$ cat src/rtl/dff_q_monitor.sv
// dff_q_monitor: synchronises a flop output, reports edges, run lengths and stuck-at.
// Optional Q_MON_FALL_CNT_EN adds fall_cnt and a rise/fall mismatch stuck check.
module dff_q_monitor #(
    parameter int CNT_W       = 16,
    parameter int TIMEOUT     = 1000,
    parameter int SYNC_STAGES = 2
) (
    input  logic             clk,
    input  logic             reset,
    input  logic             q_in,
    input  logic             clr,
    output logic             q_sync,
    output logic             rise,
    output logic             fall,
    output logic [CNT_W-1:0] rise_cnt,
    output logic [CNT_W-1:0] high_len,
    output logic [CNT_W-1:0] low_len,
`ifdef Q_MON_FALL_CNT_EN
    output logic [CNT_W-1:0] fall_cnt,
`endif
    output logic             stuck,
    output logic             stuck_val
);

    typedef enum logic [1:0] {S_INIT, S_LOW, S_HIGH, S_STUCK} state_e;

    localparam logic [CNT_W-1:0] CNT_MAX = '1;
    localparam logic [CNT_W-1:0] TO_LAST = CNT_W'(TIMEOUT - 1);
    localparam int IW = $clog2(SYNC_STAGES + 1);
    localparam logic [IW-1:0] INIT_LAST = IW'(SYNC_STAGES);

    logic [SYNC_STAGES-1:0] sync_q;
    logic                   prev_q;
    logic                   rise_q;
    logic                   fall_q;
    logic                   stuck_q;
    logic                   stuck_val_q;
    state_e                 state_q;
    logic [IW-1:0]          init_q;
    logic [CNT_W-1:0]       run_q;
    logic [CNT_W-1:0]       rise_cnt_q;
    logic [CNT_W-1:0]       high_len_q;
    logic [CNT_W-1:0]       low_len_q;
    logic                   qs;
    logic                   rise_d;
    logic                   fall_d;
    logic [CNT_W-1:0]       run_d;

    function automatic logic [CNT_W-1:0] sat_inc(input logic [CNT_W-1:0] v);
        return (v == CNT_MAX) ? v : v + 1'b1;
    endfunction

    assign qs     = sync_q[SYNC_STAGES-1];
    assign rise_d = qs & ~prev_q;
    assign fall_d = ~qs & prev_q;
    assign run_d  = sat_inc(run_q);

    always_ff @(posedge clk or negedge reset) begin
        if (!reset) begin
            sync_q <= '0;
            prev_q <= 1'b0;
        end else begin
            sync_q <= {sync_q[SYNC_STAGES-2:0], q_in};
            prev_q <= qs;
        end
    end

`ifdef Q_MON_FALL_CNT_EN
    logic [CNT_W-1:0] fall_cnt_q;
    logic [CNT_W-1:0] gap;
    logic             mis_q;

    assign gap = (rise_cnt_q >= fall_cnt_q) ? rise_cnt_q - fall_cnt_q
                                            : fall_cnt_q - rise_cnt_q;

    always_ff @(posedge clk or negedge reset) begin
        if (!reset) begin
            mis_q <= 1'b0;
        end else if (clr) begin
            mis_q <= 1'b0;
        end else begin
            mis_q <= (gap > CNT_W'(1));
        end
    end

    assign fall_cnt = fall_cnt_q;
    assign stuck    = stuck_q | mis_q;
`else
    assign stuck    = stuck_q;
`endif

    // INIT waits for the synchroniser to fill so the starting level is never an edge
    always_ff @(posedge clk or negedge reset) begin
        if (!reset) begin
            state_q     <= S_INIT;
            init_q      <= '0;
            run_q       <= '0;
            rise_q      <= 1'b0;
            fall_q      <= 1'b0;
            rise_cnt_q  <= '0;
            high_len_q  <= '0;
            low_len_q   <= '0;
            stuck_q     <= 1'b0;
            stuck_val_q <= 1'b0;
`ifdef Q_MON_FALL_CNT_EN
            fall_cnt_q  <= '0;
`endif
        end else if (clr) begin
            state_q     <= S_INIT;
            init_q      <= '0;
            run_q       <= '0;
            rise_q      <= 1'b0;
            fall_q      <= 1'b0;
            rise_cnt_q  <= '0;
            high_len_q  <= '0;
            low_len_q   <= '0;
            stuck_q     <= 1'b0;
            stuck_val_q <= 1'b0;
`ifdef Q_MON_FALL_CNT_EN
            fall_cnt_q  <= '0;
`endif
        end else begin
            rise_q <= 1'b0;
            fall_q <= 1'b0;
            unique case (state_q)
                S_INIT: begin
                    run_q <= '0;
                    if (init_q == INIT_LAST) begin
                        state_q <= qs ? S_HIGH : S_LOW;
                    end else begin
                        init_q <= init_q + 1'b1;
                    end
                end
                default: begin
                    if (rise_d | fall_d) begin
                        rise_q  <= rise_d;
                        fall_q  <= fall_d;
                        run_q   <= '0;
                        stuck_q <= 1'b0;
                        if (rise_d) begin
                            low_len_q  <= run_d;
                            rise_cnt_q <= sat_inc(rise_cnt_q);
                            state_q    <= S_HIGH;
                        end else begin
                            high_len_q <= run_d;
`ifdef Q_MON_FALL_CNT_EN
                            fall_cnt_q <= sat_inc(fall_cnt_q);
`endif
                            state_q    <= S_LOW;
                        end
                    end else begin
                        run_q <= run_d;
                        if (state_q != S_STUCK && run_q == TO_LAST) begin
                            state_q     <= S_STUCK;
                            stuck_q     <= 1'b1;
                            stuck_val_q <= qs;
                        end
                    end
                end
            endcase
        end
    end

    assign q_sync    = qs;
    assign rise      = rise_q;
    assign fall      = fall_q;
    assign rise_cnt  = rise_cnt_q;
    assign high_len  = high_len_q;
    assign low_len   = low_len_q;
    assign stuck_val = stuck_val_q;

endmodule

$ cat config.mk
export PLATFORM = sky130hd
export DESIGN_NAME = dff_q_monitor
export DESIGN_NICKNAME = d
export VERILOG_FILES = /design/src/rtl/dff_q_monitor.sv
export SDC_FILE = /design/constraint.sdc
export NUM_CORES = 1
export LEC_CHECK = 0
export BUFFER_PORTS_ARGS = -buffer_cell sky130_fd_sc_hd__buf_2
export CAP_MARGIN = 20
export CORE_ASPECT_RATIO = 1.4
export CORE_MARGIN = 3
export CORE_UTILIZATION = 32
export CTS_BUF_LIST = sky130_fd_sc_hd__clkbuf_4
export CTS_CLUSTER_DIAMETER = 80
export CTS_CLUSTER_SIZE = 10
export DETAILED_ROUTE_END_ITERATION = 7
export HOLD_SLACK_MARGIN = 0.15
export PLACE_DENSITY = 0.59
export SETUP_SLACK_MARGIN = 0.05
export SLEW_MARGIN = 15
export SYNTH_ARGS = -nofsm -noshare
export SYNTH_HDL_FRONTEND = slang
export SYNTH_SLANG_ARGS = --single-unit
$ cat constraint.sdc
create_clock -name clk -period 5.9 [get_ports clk]
set_input_delay 0.295 -clock clk [delete_from_list [all_inputs] [get_ports clk]]
set_output_delay 0.295 -clock clk [all_outputs]
set_load 0.01 [all_outputs]
==> results of run 1 <==
==> path summary, 6_finish.rpt <==
path	to	slack, ns	cells after the start
setup / recovery	rise_cnt[14]	3.35	7
hold / removal	high_len[2]	0.32	2
setup reg to reg	rise_cnt[14]	3.35	7
hold reg to reg	sync_q[1]	0.36	0
max in group asynchronous	prev_q	4.76	2
min in group asynchronous	rise_cnt[13]	0.53	2
==> report_power, final <==
group	internal, uW	switching (uW)	total, uW	leakage [uW]
logic	70.6	121	191	0.000818
clock network	210	182	391	0.0000924
registers	547	41.6	589	0.00103
total	828	344	1170	0.00194
==> through the flow <==
step | util [%] | power [uW] | cells
after floorplan | - | 719 | 376
final | 38.9 | 1170 | 571
after global placement | 37.0 | 786 | 552
after detailed placement | 37.0 | 791 | 552
after CTS | 38.8 | 1180 | 570
after global routing | 38.9 | 1230 | 571
==> synthesized netlist by cell type, types with 2 or more instances <==
cell	n	area (um2)
o21ai_0	37	185
o211ai_1	4	30.0
nand2_1	57	214
dfrtp_1	75	1880
a22o_1	2	17.5
ha_1	5	62.6
mux2i_1	7	70.1
a31oi_1	8	50.1
clkbuf_1	16	60.1
nand4_1	6	37.5
inv_1	10	37.5
o22ai_1	8	50.1
nor3_2	3	30.0
nand3b_1	2	15.0
nor4_1	3	18.8
a21o_1	4	30.0
nor2_1	36	135
nor3_1	8	40.0
a41oi_1	2	17.5
and3_1	8	50.1
or3_1	3	18.8
nand2b_1	2	12.5
nand3_1	16	80.1
and4_1	4	35.0
a21oi_1	19	95.1
or4_1	4	30.0
nor2b_1	3	18.8
xor2_1	3	26.3
a221o_1	2	20.0
buf_2	3	15.0
or2_2	3	18.8
==> layout by cell type (no fill, tap or decap), types with 9 or more instances in the layout <==
master and n:
a21oi_1 19, buf_2 55, clkbuf_4 9, dfrtp_1 75, inv_1 10, nand2_1 57
nand3_1 16, nor2_1 36, o21ai_0 37
==> registers in the layout (all words and copies together) (netlist names) <==
| register | count |
|---|---|
| rise_cnt | 16 |
| sync_q | 2 |
| low_len | 16 |
| stuck | 1 |
| rise | 1 |
| high_len | 16 |
| stuck_val | 1 |
| prev_q | 1 |
| run_q | 16 |
| fall | 1 |
| state_q | 2 |
| init_q | 2 |
==> cells by family (layout without fill, tap and decap cells) <==
group,Yosys count,in the layout
buffers and inverters,29,86
muxes,8,8
xor gates and xnor gates,4,4
adders and majority gates,5,5
DFF,75,75
and+or+nand+nor,161,161
AOI/OAI and AO/OA,94,94
==> routing by layer <==
metal	GRT usage, %	part of all wire (%)
met5	0	0
met1	17.7	41
met3	3.86	5.0
met2	26.4	51
met4	6.46	2.4
==> final cells by class <==
class,count,area [um2],share of cell area (%)
flip-flops and latches,75,1880,45.6
multi-input cells,272,1540,37.3
repair buffers,60,318,7.73
well taps,138,173,4.20
clock inverters,7,106,2.59
clock buffers,9,67.6,1.64
inverters,10,37.5,0.912
==> what timing repair did <==
action,in CTS,in global routing
resized for setup,0,0
setup endpoints to repair,0,0
hold endpoints to repair,76,0
hold buffers,2,0
==> results.sh, run 1 <==
export IMPL_core_area_um2=10600
export IMPL_num_vias=2968
export IMPL_critical_path_startpoint="sync_q[1]"
export IMPL_routed_via_density=5.20
export IMPL_grt_antenna_before_repair=0
export IMPL_worstMarginPinSlew_ns=1.08
export IMPL_syn2layout_area_growth_pct=16.7
export IMPL_path_class="register to register"
export IMPL_grt_pass1_vias=2875
export IMPL_htree_levels=3
export IMPL_peakVddDrop_mv=0.107
export IMPL_die_area_um2=12300
export IMPL_pre_cts_ws_ns=3.13
export IMPL_post_dp_hpwl_um=6140
export IMPL_path_buf_inv=1
export IMPL_fmax_mhz=392
export IMPL_dr_pass1_iters=4
export IMPL_hold_start="clr"
export IMPL_path_cells="inv_1, ha_1, o21ba_2, a21oi_1, nor2_1, a41oi_1, a21oi_1"
export IMPL_wl_per_cell_um=15.6
export IMPL_worst_slack_ns=3.35
export IMPL_gr_total_overflow=0
export IMPL_async_reset_ff_share_pct=100
export IMPL_cpMostUsedCell="a21oi_1"
export IMPL_nets=437
export IMPL_synth_xor_area_share_pct=0.994
export IMPL_period_minus_slack_ns=2.55
export IMPL_synthSimpleGateAreaFrac_pct=22.2
export IMPL_synth_fa_ha_area_share_pct=1.77
export IMPL_track_usage_pct=15.2
export IMPL_hold_slack_ns=0.320
export IMPL_seq_area_frac_synth_pct=53.2
export IMPL_setup_tns_ns=0
export IMPL_synth_distinct_cells=44
export IMPL_grt_pass1_wl_um=14600
export IMPL_synth_edff_count=0
export IMPL_synth_main_ff_cell="dfrtp_1"
export IMPL_worst_slew_margin_rel_pct=28.1
export IMPL_postSynthAreaPerCell_um2=9.37
export IMPL_synth_area_um2=3520
export IMPL_cts_tree="built"
export IMPL_yosysWarnings=0
export IMPL_clk_pin_slew_worst_paths_ns=0.13
export IMPL_hold_violations=0
export IMPL_io_buffers=56
export IMPL_drive_gt1_share_pct=19.2
export IMPL_required_ns=6.24
export IMPL_clk_latency_ns=0.44
export IMPL_diodes=0
export IMPL_arrival_ns=2.89
export IMPL_synth_area_mux_share_pct=2.31
export IMPL_rsz0062_at_grt="no"
export IMPL_die_h_um=130
export IMPL_critPathCaptureType="register"
export IMPL_clockRootBuffer="clkbuf_4"
export IMPL_setup_viol=0
export IMPL_start_util_pct=33.3
export IMPL_hold_class="input pin to register"
export IMPL_powerDensity_nw_per_um2=285
export IMPL_critPathTopFamily="compound AO/OA/AOI/OAI gates"
export IMPL_startpoint_type="register"
export IMPL_fin_area_um2=4110
export IMPL_place_gp_congestion=0.867
export IMPL_synth_nets=385
export IMPL_dieWidth_um=94.7
export IMPL_drv_slew=0
export IMPL_cp_slowest_cell="a21oi_1"
export IMPL_r2r_start="sync_q[1]"
export IMPL_cts_buffer_depth=2
export IMPL_fp_row_count=44
export IMPL_fin_skew_ns=0.0214
export IMPL_synth_top_family_by_area="simple AND/OR/NAND/NOR gates"
export IMPL_dpl_cell_area_um2=3910
export IMPL_syn_inst=376
export IMPL_wirelength_um=8890
export IMPL_min_period_over_period_pct=43.2
export IMPL_synth_seq_cells=75
export IMPL_maxCapViolCount=0
export IMPL_ant_nets=0
export IMPL_drc=0
export IMPL_ios=57
export IMPL_run_status="finished clean"
export IMPL_drtIter0Drc=184
export IMPL_cp_max_fo=12
export IMPL_cellLeakagePower_uw=0.00194
export IMPL_numCtsBuffers=9
export IMPL_cts_setup_buffers=0
export IMPL_grt_max_degree=76
export IMPL_cp_slowest_stage_delay_ns=0.76
export IMPL_num_fill_cells=1080
export IMPL_synth_compound_area_share_pct=16.3
export IMPL_clock_sinks=75
Power figures use the tool's default switching activity.
==> run 2: changes to the inputs <==
--- a/config.mk
+++ b/config.mk
@@ -5,6 +5,7 @@
 export SDC_FILE = /design/constraint.sdc
 export NUM_CORES = 1
 export LEC_CHECK = 0
+export ABC_AREA = 1
 export BUFFER_PORTS_ARGS = -buffer_cell sky130_fd_sc_hd__buf_2
 export CAP_MARGIN = 20
 export CORE_ASPECT_RATIO = 1.4
@@ -15,7 +16,7 @@
 export CTS_CLUSTER_SIZE = 10
 export DETAILED_ROUTE_END_ITERATION = 7
 export HOLD_SLACK_MARGIN = 0.15
-export PLACE_DENSITY = 0.59
+export PLACE_DENSITY = 0.61
 export SETUP_SLACK_MARGIN = 0.05
 export SLEW_MARGIN = 15
 export SYNTH_ARGS = -nofsm -noshare
==> constraint.sdc (replaced) <==
create_clock -name clk -period 2.1 [get_ports clk]
set_input_delay 0.105 -clock clk [delete_from_list [all_inputs] [get_ports clk]]
set_output_delay 0.105 -clock clk [all_outputs]
set_load 0.01 [all_outputs]
==> results.sh, run 2 <==
export IMPL_run_status="finished clean"
export IMPL_seq_area_frac_synth_pct=50.8
export IMPL_grt_pass1_vias=3227
export IMPL_synth_xor_area_share_pct=4.27
export IMPL_startpoint_type="register"
export IMPL_worst_slew_margin_rel_pct=62.6
export IMPL_ios=57
export IMPL_cp_max_fo=7
export IMPL_routed_via_density=4.70
export IMPL_grt_pass1_wl_um=15500
export IMPL_drive_gt1_share_pct=17.7
export IMPL_wl_per_cell_um=13.3
export IMPL_clk_pin_slew_worst_paths_ns=0.12
export IMPL_setup_tns_ns=0
export IMPL_num_fill_cells=1195
export IMPL_nets=547
export IMPL_io_buffers=56
export IMPL_core_area_um2=11000
export IMPL_cts_setup_buffers=0
export IMPL_cellLeakagePower_uw=0.00228
export IMPL_clockRootBuffer="clkbuf_4"
export IMPL_synth_main_ff_cell="dfrtp_1"
export IMPL_synthSimpleGateAreaFrac_pct=31.7
export IMPL_arrival_ns=2.10
export IMPL_dr_pass1_iters=4
export IMPL_synthTopCellsByArea="dfrtp_1, nand2_1, nor2_1"
export IMPL_final_cell_mix="nand2_1, dfrtp_1, buf_2"
export IMPL_fmax_mhz=565
export IMPL_clk_latency_ns=0.43
export IMPL_worst_slack_ns=0.330
export IMPL_async_reset_ff_share_pct=100
export IMPL_drc=0
export IMPL_gr_total_overflow=0
export IMPL_drv_slew=0
export IMPL_synth_seq_cells=75
export IMPL_grt_antenna_before_repair=0
export IMPL_cts_tree="built"
export IMPL_synth_distinct_cells=28
export IMPL_post_dp_hpwl_um=6730
export IMPL_numCtsBuffers=9
export IMPL_pre_cts_ws_ns=0.304
export IMPL_syn2layout_area_growth_pct=16.8
export IMPL_hold_slack_ns=0.204
export IMPL_critPathCaptureType="register"
export IMPL_cp_slowest_stage_delay_ns=0.47
export IMPL_path_cells="ha_1, nand2_1, nor2_2, inv_1, nor2_1, nand2_1, nand3_1, inv_1, nand2_1, nand2_1"
export IMPL_syn_inst=472
export IMPL_yosysWarnings=0
export IMPL_fin_skew_ns=0.0134
export IMPL_synth_nets=481
export IMPL_num_vias=3216
export IMPL_rr_worst_depth=10
export IMPL_cpMostUsedCell="nand2_1"
export IMPL_p_total_uw=2940
export IMPL_crit_path_end="rise_cnt[1]"
export IMPL_synth_top_cells_by_count="nand2_1, dfrtp_1, nor2_1, inv_1, nand3_1"
export IMPL_rrSetupSlack_ns=0.33
export IMPL_htree_levels=3
export IMPL_cts_buffer_depth=2
export IMPL_required_ns=2.43
export IMPL_r2r_start="rise_cnt[0]"
export IMPL_ant_nets=0
export IMPL_postSynthAreaPerCell_um2=7.83
export IMPL_die_area_um2=12900
export IMPL_hold_violations=0
export IMPL_cp_slowest_cell="dfrtp_1"
export IMPL_dieWidth_um=96.8
export IMPL_synth_area_mux_share_pct=0
export IMPL_hold_class="input pin to async pin"
export IMPL_grt_max_degree=43
export IMPL_period_minus_slack_ns=1.77
export IMPL_synth_edff_count=0
export IMPL_track_usage_pct=14.7
export IMPL_synth_top_area_share_pct=50.8
export IMPL_setup_viol=0
export IMPL_worstMarginPinSlew_ns=0.561
export IMPL_synth_top_family_by_area="simple AND/OR/NAND/NOR gates"
export IMPL_regArea_um2=1880
export IMPL_peakVddDrop_mv=0.418
export IMPL_yosysMostFrequentCell="nand2_1"
export IMPL_fp_row_count=45
export IMPL_die_h_um=133
export IMPL_critical_path_startpoint="rise_cnt[0]"
export IMPL_diodes=0
export IMPL_synth_fa_ha_area_share_pct=1.69
export IMPL_maxCapViolCount=0
export IMPL_reg2reg_to="rise_cnt[1]"
export IMPL_synth_compound_area_share_pct=5.76
export IMPL_multi_input_area_um2=1600
export IMPL_place_gp_congestion=0.908
export IMPL_drtIter0Drc=149
export IMPL_wirelength_um=9130
export IMPL_start_util_pct=33.5
export IMPL_synth_top_cell_by_area="dfrtp_1"
export IMPL_powerDensity_nw_per_um2=681
export IMPL_min_period_over_period_pct=84.3
export IMPL_path_class="register to register"
export IMPL_rsz0062_at_grt="no"
export IMPL_final_common_cell="nand2_1"
export IMPL_synth_area_um2=3690
export IMPL_clock_sinks=75
run 2: cell types whose count changed after synthesis, moves of 7 or more:
cell,previous run,this run
nor2_1,36,44
o22ai_1,8,0
nand3_1,16,29
o21ai_0,37,18
inv_1,10,33
a21oi_1,19,12
nand2_1,57,191
xor2_1,3,15
mux2i_1,7,0
and3_1,8,0
a31oi_1,8,0
clkbuf_1,16,2
run 2: layer usage:
metal	GRT usage [%]	up-vias	part of all wire, %
li1	-	1603	-
met1	17.9	1521	45
met2	25.1	72	49
met3	3.09	20	4.1
met4	6.48	0	2.3
met5	0	-	0
run 2: area by class of cell:
cell class | instances | share of cell area, %
multi-input cells | 347 | 37.2
well taps | 141 | 4.09
flip-flops and latches | 75 | 43.5
clock inverters | 7 | 1.54
clock buffers | 9 | 1.57
inverters | 39 | 3.39
repair buffers | 66 | 8.76
run 2: cells by family (layout without fill, tap and decap cells):
kind of cell	Yosys count	in the layout
XOR/XNOR	18	18
buffers and inverters	50	121
adder cells (fa/ha/maj)	5	5
AO/OA/AOI/OAI	40	40
flip-flops	75	75
AND/OR/NAND/NOR	284	284
run 2: worst max-delay path, delay by kind of cell, from the launching register on:
kind | cells | cell delay [ns]
and+or+nand+nor | 7 | 0.78
adders and majority gates | 1 | 0.22
buffers and inverters | 2 | 0.23
DFF | 1 | 0.47
run 2: metrics by stage:
stage | cells | instance area, um2 | utilization, %
final | 684 | 4310 | 39.1
after global routing | 684 | 4310 | 39.1
after CTS | 684 | 4310 | 39.1
after detailed placement | 665 | 4150 | 37.6
after global placement | 665 | 4150 | 37.6
after floorplan | 472 | 3690 | -
run 2: report_power, final:
part	internal [uW]	leakage (uW)	switching, uW
clock	359	0.0000759	526
combinational	141	0.00117	341
sequential	1510	0.00103	56.2
run 2: timing repair:
item,4_1_cts,5_1_grt
hold buffers,3,0
endpoints found under the hold margin,81,0
resized for setup,0,0
setup endpoints to repair,0,0
run 2: worst min-delay path by stage:
stage | slack (ns) | end | start | cells after the start
6_report | 0.20 | run_q[14] | reset | 2
5_1_grt | 0.25 | run_q[3] | reset | 2
2_1_floorplan | -0.19 | fall | reset | 0
3_5_place_dp | 0.14 | high_len[15] | reset | 1
4_1_cts | 0.22 | run_q[3] | reset | 2
3_3_place_gp | 0.13 | high_len[15] | reset | 1
==> run 3: changes to the inputs <==
--- a/config.mk
+++ b/config.mk
@@ -5,7 +5,7 @@
 export SDC_FILE = /design/constraint.sdc
 export NUM_CORES = 1
 export LEC_CHECK = 0
-export ABC_AREA = 1
+export ABC_AREA = 0
 export BUFFER_PORTS_ARGS = -buffer_cell sky130_fd_sc_hd__buf_2
 export CAP_MARGIN = 20
 export CORE_ASPECT_RATIO = 1.4
@@ -16,7 +16,7 @@
 export CTS_CLUSTER_SIZE = 10
 export DETAILED_ROUTE_END_ITERATION = 7
 export HOLD_SLACK_MARGIN = 0.15
-export PLACE_DENSITY = 0.61
+export PLACE_DENSITY = 0.59
 export SETUP_SLACK_MARGIN = 0.05
 export SLEW_MARGIN = 15
 export SYNTH_ARGS = -nofsm -noshare
==> constraint.sdc (replaced) <==
create_clock -name clk -period 1.76 [get_ports clk]
set_input_delay 0.088 -clock clk [delete_from_list [all_inputs] [get_ports clk]]
set_output_delay 0.088 -clock clk [all_outputs]
set_load 0.01 [all_outputs]
==> results.sh, run 3 (synthesis results as in run 1) <==
export IMPL_run_status="finished with violations"
export IMPL_violations="negative setup slack"
export IMPL_required_ns=2.08
export IMPL_peakVddDrop_mv=0.262
export IMPL_cts_tree="built"
export IMPL_dr_pass1_iters=4
export IMPL_io_buffers=56
export IMPL_hold_violations=0
export IMPL_path_cells="or4_4, a211o_4, nor4_4, mux2i_1, nor2_1"
export IMPL_worst_slack_ns=-0.0559
export IMPL_path_class="register to register"
export IMPL_ant_nets=0
export IMPL_period_minus_slack_ns=1.82
export IMPL_drc=0
export IMPL_clk_pin_slew_worst_paths_ns=0.12
export IMPL_powerDensity_nw_per_um2=790
export IMPL_grt_max_degree=42
export IMPL_cts_buffer_depth=2
export IMPL_stdcell_count=651
export IMPL_htree_levels=3
export IMPL_cp_depth=5
export IMPL_fmax_mhz=551
export IMPL_cp_slowest_stage_delay_ns=0.52
export IMPL_setup_tns_ns=-0.137
export IMPL_cp_max_fo=2
export IMPL_pwr_share_clk_pct=25.3
export IMPL_dieWidth_um=94.7
export IMPL_final_common_cell="dfrtp_1"
export IMPL_comb_power_share_pct=27.7
export IMPL_startpoint_type="register"
export IMPL_cp_slowest_cell="or4_4"
export IMPL_netSwitchingFraction_pct=32.7
export IMPL_die_h_um=130
export IMPL_nets=517
export IMPL_min_period_over_period_pct=103
export IMPL_seqPwrFrac_pct=47.0
export IMPL_numCtsBuffers=9
export IMPL_post_place_cells=604
export IMPL_routed_via_density=5.26
export IMPL_arrival_ns=2.14
export IMPL_hold_class="input pin to async pin"
export IMPL_clk_latency_ns=0.43
export IMPL_core_area_um2=10600
export IMPL_drtIter0Drc=234
export IMPL_worstMarginPinSlew_ns=0.896
export IMPL_rr_worst_depth=5
export IMPL_syn2layout_area_growth_pct=47.0
export IMPL_final_cell_mix="dfrtp_1, buf_4, buf_2"
export IMPL_cellLeakagePower_uw=0.00239
export IMPL_clock_sinks=75
export IMPL_grt_pass1_wl_um=16700
export IMPL_switching_power_uw=1340
export IMPL_clockRootBuffer="clkbuf_4"
export IMPL_fin_skew_ns=0.00867
export IMPL_fp_row_count=44
export IMPL_maxCapViolCount=0
export IMPL_drv_slew=0
export IMPL_rsz0062_at_grt="yes"
export IMPL_critPathCaptureType="register"
export IMPL_wl_per_cell_um=16.9
export IMPL_start_util_pct=33.3
export IMPL_ios=57
export IMPL_die_area_um2=12300
export IMPL_internal_power_uw=2760
export IMPL_post_dp_hpwl_um=7120
export IMPL_hold_slack_ns=0.181
export IMPL_track_usage_pct=17.4
export IMPL_path_buf_inv=0
export IMPL_gr_total_overflow=0
export IMPL_num_vias=3426
export IMPL_setup_viol=4
export IMPL_num_fill_cells=1002
export IMPL_grt_antenna_before_repair=1
export IMPL_grt_pass1_vias=3286
export IMPL_place_gp_congestion=0.904
export IMPL_worst_slew_margin_rel_pct=40.2
export IMPL_critPathTopFamily="simple AND/OR/NAND/NOR gates"
export IMPL_drive_gt1_share_pct=44.5
export IMPL_wirelength_um=11000
-- run 3: worst min-delay path, stage by stage --
cell and delay [ns]:
dlygate4sd3_1 0.53, buf_4 0.14, buf_12 0.24
-- run 3: area by class of cell --
type | count | area (um2) | area share, %
Clock inverter | 6 | 57.6 | 1.11
Multi-Input combinational cell | 272 | 1930 | 37.3
Inverter | 10 | 37.5 | 0.724
Timing Repair Buffer | 140 | 1030 | 19.9
Antenna cell | 1 | 2.50 | 0.0483
Sequential cell | 75 | 1880 | 36.3
Tap cell | 138 | 173 | 3.33
Clock buffer | 9 | 67.6 | 1.30
-- run 3: timing repair --
item / in CTS / in global routing
hold buffers: 5 / 0
gates cloned: 0 / 2
gates resized for setup: 22 / 110
hold endpoints to repair: 89 / 0
setup endpoints to repair: 38 / 58
pin swaps: 3 / 44
buffers inserted: 8 / 19
-- run 3: layer usage --
| layer | global-route usage, % | vias up | wire length, um |
|---|---|---|---|
| met4 | 8.07 | 0 | 340 |
| li1 | - | 1608 | - |
| met2 | 31.0 | 96 | 5910 |
| met5 | 0 | - | 0 |
| met3 | 3.58 | 28 | 523 |
| met1 | 19.9 | 1694 | 4240 |
-- run 3: path summary, 6_finish.rpt --
kind	slack, ns	endpoint	startpoint
min in group clk	0.32	sync_q[0]	q_in
worst max register to register	-0.06	stuck_val	run_q[3]
max in group asynchronous	0.33	stuck_val	reset
worst max-delay path	-0.06	stuck_val	run_q[3]
worst min register to register	0.36	sync_q[1]	sync_q[0]
worst min-delay path	0.18	high_len[3]	reset
-- run 3: power groups by stage --
stage / logic, uW / registers [uW] / clock network [uW]
after floorplan: 450 / 1990 / 0
after global placement: 892 / 1950 / 0
after detailed placement: 910 / 1950 / 0
after CTS: 978 / 1920 / 1060
after global routing: 1240 / 1940 / 1120
final: 1130 / 1920 / 1040
-- run 3: stage by stage --
step                util (%)  worst slack, ns  instance area, um2  total power [uW]
floorplan                  -           -0.114                3580              2440
global placement        41.3          -0.0278                4370              2840
detailed placement      41.3          -0.0626                4370              2860
CTS                     44.4          -0.0273                4690              3960
global route            49.0           -0.155                5180              4300
finish                  49.0          -0.0559                5180              4090
